--- src/rtl/i2c_slave_write_receiver.sv ---
// Byte-level I2C slave receive engine: matches its own address for writes,
// ACKs every data byte and hands each completed byte out with a one-cycle valid.
module i2c_slave_write_receiver #(
  parameter logic [6:0] SLAVE_ADDR = 7'h42
) (
  input  logic       clk,
  input  logic       rst,
  input  logic       synced_sda_input,
  input  logic       synced_scl_input,
  input  logic       communication_initiated,
  output logic       is_communicating,
  output logic       sda_drive_low,
  output logic       addr_match,
  output logic [7:0] rx_data,
  output logic       rx_valid
);

  typedef enum logic [2:0] {
    S_IDLE,
    S_ADDR,
    S_ADDR_ACK,
    S_DATA,
    S_DATA_ACK,
    S_IGNORE
  } state_t;

  state_t     r_state;
  state_t     w_next_state;
  logic       r_scl_q;
  logic       r_sda_q;
  logic [2:0] r_bit_cnt;
  logic [2:0] w_bit_cnt_next;
  logic [7:0] r_shift;
  logic [7:0] w_shift_next;
  logic       r_ack_drive;
  logic       w_ack_drive_next;
  logic       w_load;
  logic [7:0] r_rx_data;
  logic       r_rx_valid;

  logic       w_scl_rise;
  logic       w_scl_fall;
  logic       w_stop;
  logic       w_rstart;
  logic [7:0] w_shifted;

  assign w_scl_rise = synced_scl_input & ~r_scl_q;
  assign w_scl_fall = ~synced_scl_input & r_scl_q;
  assign w_stop     = synced_sda_input & ~r_sda_q & synced_scl_input & r_scl_q;
  assign w_rstart   = ~synced_sda_input & r_sda_q & synced_scl_input & r_scl_q;
  assign w_shifted  = {r_shift[6:0], synced_sda_input};

  // Line history resets to the idle-bus level so no edge is seen out of reset.
  always_ff @(posedge clk or posedge rst) begin
    if (rst) begin
      r_state     <= S_IDLE;
      r_scl_q     <= 1'b1;
      r_sda_q     <= 1'b1;
      r_bit_cnt   <= 3'd0;
      r_shift     <= 8'h00;
      r_ack_drive <= 1'b0;
      r_rx_data   <= 8'h00;
      r_rx_valid  <= 1'b0;
    end else begin
      r_state     <= w_next_state;
      r_scl_q     <= synced_scl_input;
      r_sda_q     <= synced_sda_input;
      r_bit_cnt   <= w_bit_cnt_next;
      r_shift     <= w_shift_next;
      r_ack_drive <= w_ack_drive_next;
      r_rx_valid  <= w_load;
      if (w_load) begin
        r_rx_data <= w_shift_next;
      end
    end
  end

  // Bus conditions outrank SCL edges; r_ack_drive tracks the two-fall ACK slot.
  always_comb begin
    w_next_state     = r_state;
    w_bit_cnt_next   = r_bit_cnt;
    w_shift_next     = r_shift;
    w_ack_drive_next = r_ack_drive;
    w_load           = 1'b0;
    if (r_state == S_IDLE) begin
      if (communication_initiated) begin
        w_next_state     = S_ADDR;
        w_bit_cnt_next   = 3'd0;
        w_shift_next     = 8'h00;
        w_ack_drive_next = 1'b0;
      end
    end else if (w_stop) begin
      w_next_state     = S_IDLE;
      w_bit_cnt_next   = 3'd0;
      w_shift_next     = 8'h00;
      w_ack_drive_next = 1'b0;
    end else if (w_rstart) begin
      w_next_state     = S_ADDR;
      w_bit_cnt_next   = 3'd0;
      w_shift_next     = 8'h00;
      w_ack_drive_next = 1'b0;
    end else begin
      case (r_state)
        S_ADDR: begin
          if (w_scl_rise) begin
            w_shift_next   = w_shifted;
            w_bit_cnt_next = r_bit_cnt + 3'd1;
            if (r_bit_cnt == 3'd7) begin
              w_next_state = (w_shifted == {SLAVE_ADDR, 1'b0}) ? S_ADDR_ACK : S_IGNORE;
            end
          end
        end
        S_ADDR_ACK, S_DATA_ACK: begin
          if (w_scl_fall) begin
            if (!r_ack_drive) begin
              w_ack_drive_next = 1'b1;
            end else begin
              w_ack_drive_next = 1'b0;
              w_bit_cnt_next   = 3'd0;
              w_next_state     = S_DATA;
            end
          end
        end
        S_DATA: begin
          if (w_scl_rise) begin
            w_shift_next   = w_shifted;
            w_bit_cnt_next = r_bit_cnt + 3'd1;
            if (r_bit_cnt == 3'd7) begin
              w_load       = 1'b1;
              w_next_state = S_DATA_ACK;
            end
          end
        end
        default: begin
        end
      endcase
    end
  end

  // Only matched write transfers reach the ACK/DATA states, so state alone gives addr_match.
  always_comb begin
    is_communicating = (r_state != S_IDLE);
    addr_match       = (r_state == S_ADDR_ACK) || (r_state == S_DATA) ||
                       (r_state == S_DATA_ACK);
    sda_drive_low    = r_ack_drive &&
                       ((r_state == S_ADDR_ACK) || (r_state == S_DATA_ACK));
    rx_data          = r_rx_data;
    rx_valid         = r_rx_valid;
  end

endmodule

--- config.mk ---
export PLATFORM = sky130hd
export DESIGN_NAME = i2c_slave_write_receiver
export DESIGN_NICKNAME = d
export VERILOG_FILES = /design/src/rtl/i2c_slave_write_receiver.sv
export SDC_FILE = /design/constraint.sdc
export NUM_CORES = 1
export LEC_CHECK = 0
export CAP_MARGIN = 30
export CORE_ASPECT_RATIO = 1.1
export CORE_MARGIN = 2
export CORE_UTILIZATION = 40
export CTS_BUF_LIST = sky130_fd_sc_hd__clkbuf_8
export CTS_CLUSTER_DIAMETER = 120
export DETAILED_ROUTE_END_ITERATION = 7
export DONT_BUFFER_PORTS = 1
export GPL_TIMING_DRIVEN = 0
export SLEW_MARGIN = 10
export SYNTH_ARGS = -nofsm -noshare
export SYNTH_HDL_FRONTEND = slang
export SYNTH_SLANG_ARGS = --single-unit
--- constraint.sdc ---
create_clock -name clk -period 3.1 [get_ports clk]
set_input_delay 0.31 -clock clk [delete_from_list [all_inputs] [get_ports clk]]
set_output_delay 0.31 -clock clk [all_outputs]
set_load 0.005 [all_outputs]
==> Yosys cells after proc, flatten, opt, wreduce, memory -nomap -nowiden <==
Cells that the tools add are included.
{ "word_totals": {"input_bits": 5, "reg_bits": 26, "output_inout_bits": 12, "wordCells": 89} }
{ "classes": {"mux": 39, "n_addsub": 1, "n_eq_ne": 14, "bitwise_logic": 12, "n_reduce_logical": 15} }
{ "ops": {"columns": ["cell", "count"], "rows": [
  ["$mux 3", 18],
  ["$mux 8", 6],
  ["$ne 5x5->1 const B", 6],
  ["$mux 1", 13],
  ["$pmux 3 s3", 1],
  ["$and 1x1->1", 8],
  ["$eq 8x8->1 const B", 1],
  ["$reduce_and 8->1", 1],
  ["$reduce_bool 4->1", 2],
  ["$eq 3x2->1 const B", 2],
  ["$eq 3x3->1 const B", 2],
  ["$pmux 3 s2", 1],
  ["$reduce_bool 6->1", 1],
  ["$ne 5x1->1 const B", 1],
  ["$reduce_and 5->1", 1],
  ["$reduce_bool 5->1", 1],
  ["$not 1->1", 4],
  ["$reduce_or 2->1", 2],
  ["$add 3x1->3 const B", 1],
  ["$eq 3x1->1 const B", 1],
  ["$logic_not 3->1", 1],
  ["$logic_or 1x1->1", 3],
  ["$reduce_and 3->1", 1],
  ["$reduce_bool 3->1", 1],
  ["2 further kinds", 2]
]} }

==> Longest topological paths before layout <==
Gate-level depths: netlist of the first run.
{ "logic_depth": {"ltp_word": 8, "ltp_mapped": 7, "depth_no_buf": 6} }

==> Worst setup path before layout of the first run <==
No wires, ideal clock.
{ "synth_path": {"path_kind": "reg-to-reg", "from": "register r_sda_q", "to": "register r_state[0]", "required_ns": 2.975, "synth_period_minus_slack_ns": 1.759, "path_stages_with_launch": 6, "n_path_buf": 0, "setup_ns": 0.125, "arrival_ns": 1.634, "slack_ns": 1.341, "path_cell_list": "dfstp_2 > xnor2_1 > a211o_1 > a22oi_4 > and2_4 > mux2_4"} }
{ "synth_via": {"elab_chain_cells": 6, "word_cells_on_any_way": 18, "cone_classes": "6 x eq/ne; 3 x mux; 7 x bitwise; 2 x reduce/logical"} }
{ "synth_lines": {"columns": ["element", "line", "rtl"], "rows": [
  ["start, declared", "30", "logic r_sda_q;"],
  ["start signal, assigned", "67", "r_sda_q <= synced_sda_input;"],
  ["$not 1->1 / $and 1x1->1 (equally long branches)", "49, 50", null],
  ["$and 1x1->1, on equally long branches (2 in series)", "49, 50", null],
  ["$and 1x1->1 / $mux 3 (equally long branches)", "49, 97", null],
  ["$ne 5x5->1 (no source line), or another cell as far along", null, null],
  ["$reduce_and 8->1 (no source line) / $mux 3 (equally long branches)", null, null],
  ["end signal, assigned", "65", "r_state <= w_next_state;"],
  ["end, declared", "27", "state_t r_state;"]
]} }
Several ways; a longest one is shown, not always the timed one.
A chain may end at the register's enable or synchronous reset.

==> Final worst setup path of the first run <==
{ "layout_path": {"from": "register r_state[2]", "to": "output sda_drive_low"} }
{ "layout_via": {"elab_chain_cells": 3, "word_cells_on_any_way": 4, "cone_classes": "2 x eq/ne; 2 x reduce/logical"} }
{ "layout_lines": {"columns": ["element", "line", "rtl"], "rows": [
  ["$eq 3x2->1 / $eq 3x3->1 (equally long branches)", "146", "((r_state == S_ADDR_ACK) || (r_state == S_DATA_ACK));"],
  ["$logic_or 1x1->1 *", "146", null],
  ["$logic_and 1x1->1 *", "145", "sda_drive_low = r_ack_drive &&"],
  ["end, declared", "12", "output logic sda_drive_low,"]
]} }
Every way passes the cells marked *; elsewhere a longest branch is shown, timed or not.

==> flow_metrics.env, run 1 <==
export IMPL_outcome="complete, no violations"
export IMPL_drive_gt1_share_pct=27.8
export IMPL_crit_chain="buf_4 -> nand2b_1 -> a21oi_1 -> and2_1"
export IMPL_yosys_register_bits=26
export IMPL_intPower_uw=726
export IMPL_initial_core_util_pct=41.4
export IMPL_tightest_slew_ps=406
export IMPL_cts_sinks=26
export IMPL_synthDistinctLibCells=48
export IMPL_dp_slack_ps=1230
export IMPL_clkPwrFrac_pct=26.9
export IMPL_grt_max_degree=20
export IMPL_min_path_type="primary input to flip-flop"
export IMPL_root_buffer="clkbuf_8"
export IMPL_maxSlewViolCount=0
export IMPL_clkSlewWorstSetupHoldPaths_ps=100
export IMPL_hp_start="synced_sda_input"
export IMPL_synth_ff_type="dfrtp_1"
export IMPL_cp_startpoint="r_state[2]"
export IMPL_rsz0062_at_grt="false"
export IMPL_setup_tns_final_ps=0
export IMPL_syn_avg_cell_area_um2=11.7
export IMPL_switching_share_pct=30.9
export IMPL_slowest_stage="dfrtp_1"
export IMPL_dpl_cell_area_um2=1470
export IMPL_synth_area_leaders="dfrtp_1, mux2_2, mux2_4"
export IMPL_core_area_um2=3330
export IMPL_cp_required_ps=2790
export IMPL_area_growth_pct=13.7
export IMPL_drc=0
export IMPL_setup_ws_ps=1130
export IMPL_leakage_uw=0.000747
export IMPL_port_buffer_count=0
export IMPL_max_stage_delay_ps=420
export IMPL_cts_tree="done"
export IMPL_io_pins=17
export IMPL_yosysSeqAreaShare_pct=47.4
export IMPL_clk_latency_ps=280
export IMPL_n_antenna_cell=0
export IMPL_setup_viol=0
export IMPL_end_kind="primary output"
export IMPL_seqCellArea_um2=653
export IMPL_drv_cap=0
export IMPL_firstDrtPassIters=4
export IMPL_htree_levels=1
export IMPL_wire_per_inst_um=14.6
export IMPL_cts_buffers=3
export IMPL_synth_edf_count=0
export IMPL_grt_pass1_wl_um=4440
export IMPL_p_per_area_nw_per_um2=670
export IMPL_p_comb_share_pct=33.1
export IMPL_globalplace_congestion=0.787
export IMPL_slew_headroom_pct=72.6
export IMPL_arrival_ps=1660
export IMPL_overflow=0
export IMPL_final_common_cell="dfrtp_1"
export IMPL_design_area_um2=1570
export IMPL_final_cell_mix="dfrtp_1, nor2_1, mux2_2"
export IMPL_synth_largest_area_cell="dfrtp_1"
export IMPL_syn_area_um2=1380
export IMPL_cts_buffer_depth=2
export IMPL_synth_top_area_share_pct=43.6
export IMPL_drt_iter0_drc=62
export IMPL_die_h_um=65.6
export IMPL_fp_row_count=22
export IMPL_die_x_um=60.0
export IMPL_fin_crit_ps=1970
export IMPL_async_flop_share_pct=100
export IMPL_n_fill_cell=321
export IMPL_seqPwrFrac_pct=40.0
export IMPL_peakVddDrop_uv=250
export IMPL_final_util_pct=47.1
export IMPL_fin_crit_sh_pct=63.5
export IMPL_startpoint_type="flip-flop"
export IMPL_totalWireLength_um=2550
export IMPL_grt_antenna_before_repair=0
export IMPL_grt_total_usage_pct=14.9
export IMPL_syn_instance_count=118
export IMPL_ant_nets=0
export IMPL_switchingPower_uw=325
export IMPL_max_freq_mhz=508
export IMPL_fin_nets=134
export IMPL_ys_warn_count=0
export IMPL_die_area_um2=3930
export IMPL_vias=952
export IMPL_power_uw=1050
export IMPL_r2r_start="r_sda_q"
export IMPL_dp_final_hpwl_um=1920
export IMPL_worstSetupPathType="flip-flop to primary output"
export IMPL_path_max_fanout=10
export IMPL_skew_ps=12.1
export IMPL_drt_vias_per_instance=5.47
export IMPL_grt_pass1_vias=933
export IMPL_hold_viol=0
export IMPL_synth_nets=125
export IMPL_multi_input_area_um2=679
-- kinds of logic (layout without fill, tap and decap cells) --
| group | after synthesis | after routing | synth area share (%) |
|---|---|---|---|
| adders and majority gates | 3 | 3 | 2.54 |
| AOI/OAI and AO/OA | 26 | 26 | 16.7 |
| buffers and inverters | 9 | 17 | 3.36 |
| muxes | 14 | 14 | 12.7 |
| xor gates and xnor gates | 2 | 2 | 1.27 |
| and+or+nand+nor | 38 | 38 | 16.1 |
| DFF | 26 | 26 | 47.4 |
-- repair_timing --
| item | in CTS | in global routing |
|---|---|---|
| hold endpoints to repair | 7 | 2 |
| setup buffers | 0 | 0 |
| gates resized for setup | 0 | 0 |
| hold buffers | 1 | 2 |
-- stage by stage --
step                      hold WS (ps)  std cells
after floorplan                    314        118
after global placement             315        166
after detailed placement           215        167
after CTS                         15.4        172
after global routing               185        174
final                              192        174
-- synth_stat cells (2+ instances only) --
library cell / instances
a31oi_1: 2
dfstp_2: 2
mux2_2: 8
dfrtp_1: 24
and3_1: 4
nand2b_1: 3
nor4b_1: 2
ha_1: 2
buf_4: 2
nor2b_1: 2
nand2_1: 7
nand3_1: 2
a22o_1: 7
nor2_1: 8
mux2_4: 5
inv_1: 2
o21ai_0: 2
buf_2: 4
-- sequential cells by signal, summed over array words and instances, names as in the netlist --
name / count
r_bit_cnt: 3
rx_data: 8
r_shift: 8
r_state: 3
r_sda_q: 1
r_scl_q: 1
rx_valid: 1
r_ack_drive: 1
-- final timing paths --
path,endpoint,slack (ps),cells past startpoint
worst min-delay path,r_shift[0],190,1
worst max register to register,r_bit_cnt[1],1200,5
max in group asynchronous,r_scl_q,2140,3
min in group asynchronous,r_ack_drive,460,2
worst max-delay path,sda_drive_low,1130,4
worst min register to register,r_shift[7],520,1
-- layer usage --
layer | wire length, µm | part of all wire [%] | GRT usage (%) | up-vias
li1 | - | - | - | 450
met1 | 1220 | 48 | 21.3 | 485
met2 | 1200 | 47 | 22.7 | 12
met3 | 88 | 3.5 | 2.56 | 5
met4 | 38 | 1.5 | 5.00 | 0
met5 | 0 | 0 | 0 | -
-- power by group through the flow --
stage / Combinational [µW] / Sequential, µW / Clock [µW]
6_report: 348 / 420 / 283
4_1_cts: 347 / 421 / 287
5_1_grt: 383 / 428 / 306
3_5_place_dp: 346 / 427 / 0
2_1_floorplan: 291 / 416 / 0
3_3_place_gp: 331 / 425 / 0
-- worst max-delay path, delay by kind of cell (launching register included) --
kind,cells,cell delay (ps)
AOI/OAI and AO/OA,1,320
buffers and inverters,1,180
DFF,1,420
and+or+nand+nor,2,450
-- layout make-up --
| cell class | instances | area share, % |
|---|---|---|
| timing repair buffer | 4 | 3.67 |
| multi-input combinational | 83 | 43.3 |
| clock buffer | 3 | 2.63 |
| buffer | 6 | 2.23 |
| clock inverter | 1 | 1.92 |
| sequential | 26 | 41.7 |
| tap | 48 | 3.83 |
| inverter | 3 | 0.718 |
Power figures use the tool's default switching activity.
==> run 2, diff against run 1 <==
- ABC_AREA: unset -> 1
- clock period: 3.1 -> 1.95 ns (I/O delays scaled with it)
==> run 2 against run 1 <==
  * Final cell count is 52% higher
  * Sequential share of layout area shrank 3.2 points
  * Non-clock buffer count shrank 5
  * Combinational power grew to 2.8 times the previous value
  * First-iteration DRC count fell by 21%
  * Total power increased by 93%
  * Critical endpoint is now rx_data[7]
==> flow_metrics.env, run 2 <==
export IMPL_syn_instance_count=207
export IMPL_yosysSeqAreaShare_pct=42.9
export IMPL_grt_antenna_before_repair=0
export IMPL_root_buffer="clkbuf_8"
export IMPL_setup_viol=0
export IMPL_skew_ps=1.87
export IMPL_hold_viol=0
export IMPL_setup_tns_final_ps=0
export IMPL_cts_tree="done"
export IMPL_syn_area_um2=1520
export IMPL_slowest_stage="nor3_4"
export IMPL_cp_required_ps=2120
export IMPL_drt_vias_per_instance=4.62
export IMPL_drive_gt1_share_pct=17.2
export IMPL_cts_buffer_depth=2
export IMPL_totalWireLength_um=2920
export IMPL_fin_crit_sh_pct=84.9
export IMPL_syn_avg_cell_area_um2=7.36
export IMPL_tightest_slew_ps=440
export IMPL_n_fill_cell=376
export IMPL_worstSetupPathType="flip-flop to flip-flop"
export IMPL_leakage_uw=0.000933
export IMPL_overflow=0
export IMPL_grt_max_degree=21
export IMPL_die_area_um2=4320
export IMPL_max_stage_delay_ps=420
export IMPL_htree_levels=1
export IMPL_area_growth_pct=11.5
export IMPL_ys_top_cells_by_count="nand2_1, dfrtp_1, inv_1"
export IMPL_peakVddDrop_uv=512
export IMPL_drv_cap=0
export IMPL_grt_total_usage_pct=15.4
export IMPL_final_cell_mix="nand2_1, dfrtp_1, inv_1"
export IMPL_cts_resized_gates=0
export IMPL_die_h_um=68.7
export IMPL_dp_final_hpwl_um=2210
export IMPL_max_freq_mhz=604
export IMPL_synth_nets=214
export IMPL_clk_latency_ps=270
export IMPL_ant_nets=0
export IMPL_cts_buffers=3
export IMPL_ys_warn_count=0
export IMPL_rsz0062_at_grt="false"
export IMPL_synth_edf_count=0
export IMPL_drc=0
export IMPL_place_inst=258
export IMPL_synth_area_leaders="dfrtp_1, nand2_1, inv_1"
export IMPL_dpl_cell_area_um2=1610
export IMPL_async_flop_share_pct=100
export IMPL_outcome="complete, no violations"
export IMPL_initial_core_util_pct=41.7
export IMPL_clkSlewWorstSetupHoldPaths_ps=90
export IMPL_final_util_pct=46.5
export IMPL_grt_pass1_vias=1216
export IMPL_port_buffer_count=0
export IMPL_die_x_um=62.8
export IMPL_synth_ff_type="dfrtp_1"
export IMPL_arrival_ps=1830
export IMPL_maxSlewViolCount=0
export IMPL_power_uw=2030
export IMPL_grt_pass1_wl_um=5140
export IMPL_fin_nets=223
export IMPL_n_antenna_cell=0
export IMPL_globalplace_congestion=0.859
export IMPL_cp_top_family="simple AND/OR/NAND/NOR gates"
export IMPL_final_cells=265
export IMPL_io_pins=17
export IMPL_firstDrtPassIters=4
export IMPL_yosys_register_bits=26
export IMPL_startpoint_type="flip-flop"
export IMPL_core_area_um2=3650
export IMPL_drt_iter0_drc=49
export IMPL_synthDistinctLibCells=25
export IMPL_path_max_fanout=10
export IMPL_synth_most_common_cell="nand2_1"
export IMPL_wire_per_inst_um=11.0
export IMPL_design_area_um2=1700
export IMPL_fp_row_count=23
export IMPL_synth_top_area_share_pct=39.4
export IMPL_slew_headroom_pct=70.6
export IMPL_crit_chain="ha_1 -> ha_1 -> inv_1 -> nor3_4 -> inv_2 -> nand2_1 -> nand2_1"
export IMPL_p_per_area_nw_per_um2=1200
export IMPL_end_kind="flip-flop"
export IMPL_fin_crit_ps=1650
export IMPL_synth_largest_area_cell="dfrtp_1"
export IMPL_cts_sinks=26
export IMPL_vias=1225
export IMPL_critPathBufInv=2
export IMPL_final_common_cell="nand2_1"
export IMPL_min_path_type="primary input to flip-flop"
## run 2: metrics by stage
step / hold slack, ps / setup slack [ps]
CTS: 58.5 / 241
global route: 68.3 / 99.7
detailed placement: 84.1 / 260
finish: 58.3 / 295
floorplan: 199 / 496
global placement: 200 / 270
## run 2: cells by family (layout without fill, tap and decap cells)
kind of cell    Yosys count  in the layout  share of synthesized area, %
flops                    26             26                          42.9
simple gates            136            136                          42.3
compound gates           13             13                          5.01
fa+ha+maj                 2              2                          1.64
buf+inv                  30             38                          8.14
## run 2: power by group
group	leakage, µW	switching, µW	total (µW)	internal, µW
sequential	0.000344	78.4	698	620
clock	0.0000288	176	357	181
combinational	0.000560	655	974	319
## run 2: final timing paths
path / depth (start not counted) / to / from / slack [ps]
hold reg to reg: 2 / r_shift[7] / r_shift[7] / 480
max in group asynchronous: 3 / r_scl_q / rst / 1130
min in group asynchronous: 2 / r_bit_cnt[1] / rst / 320
setup reg to reg: 7 / rx_data[7] / r_bit_cnt[0] / 300
setup / recovery: 7 / rx_data[7] / r_bit_cnt[0] / 300
hold / removal: 2 / r_shift[0] / synced_sda_input / 60
## run 2: metal layers
metal / routed length [µm] / GRT usage [%]
met2: 1300 / 26.6
met5: 0 / 0
met1: 1440 / 18.7
met3: 132 / 3.73
met4: 46 / 6.39
## run 2: layout make-up
type	count	area, µm²	share of cell area [%]
clock buffers	4	55.1	3.24
multi-input cells	151	746	43.9
flip-flops and latches	26	653	38.5
repair buffers	4	57.6	3.39
well taps	50	62.6	3.68
plain buffers	1	7.51	0.442
inverters	29	116	6.85
## run 2: what timing repair did
action                    CTS  global route
buffers inserted            0             0
hold buffers                3             0
hold endpoints to repair    8             0
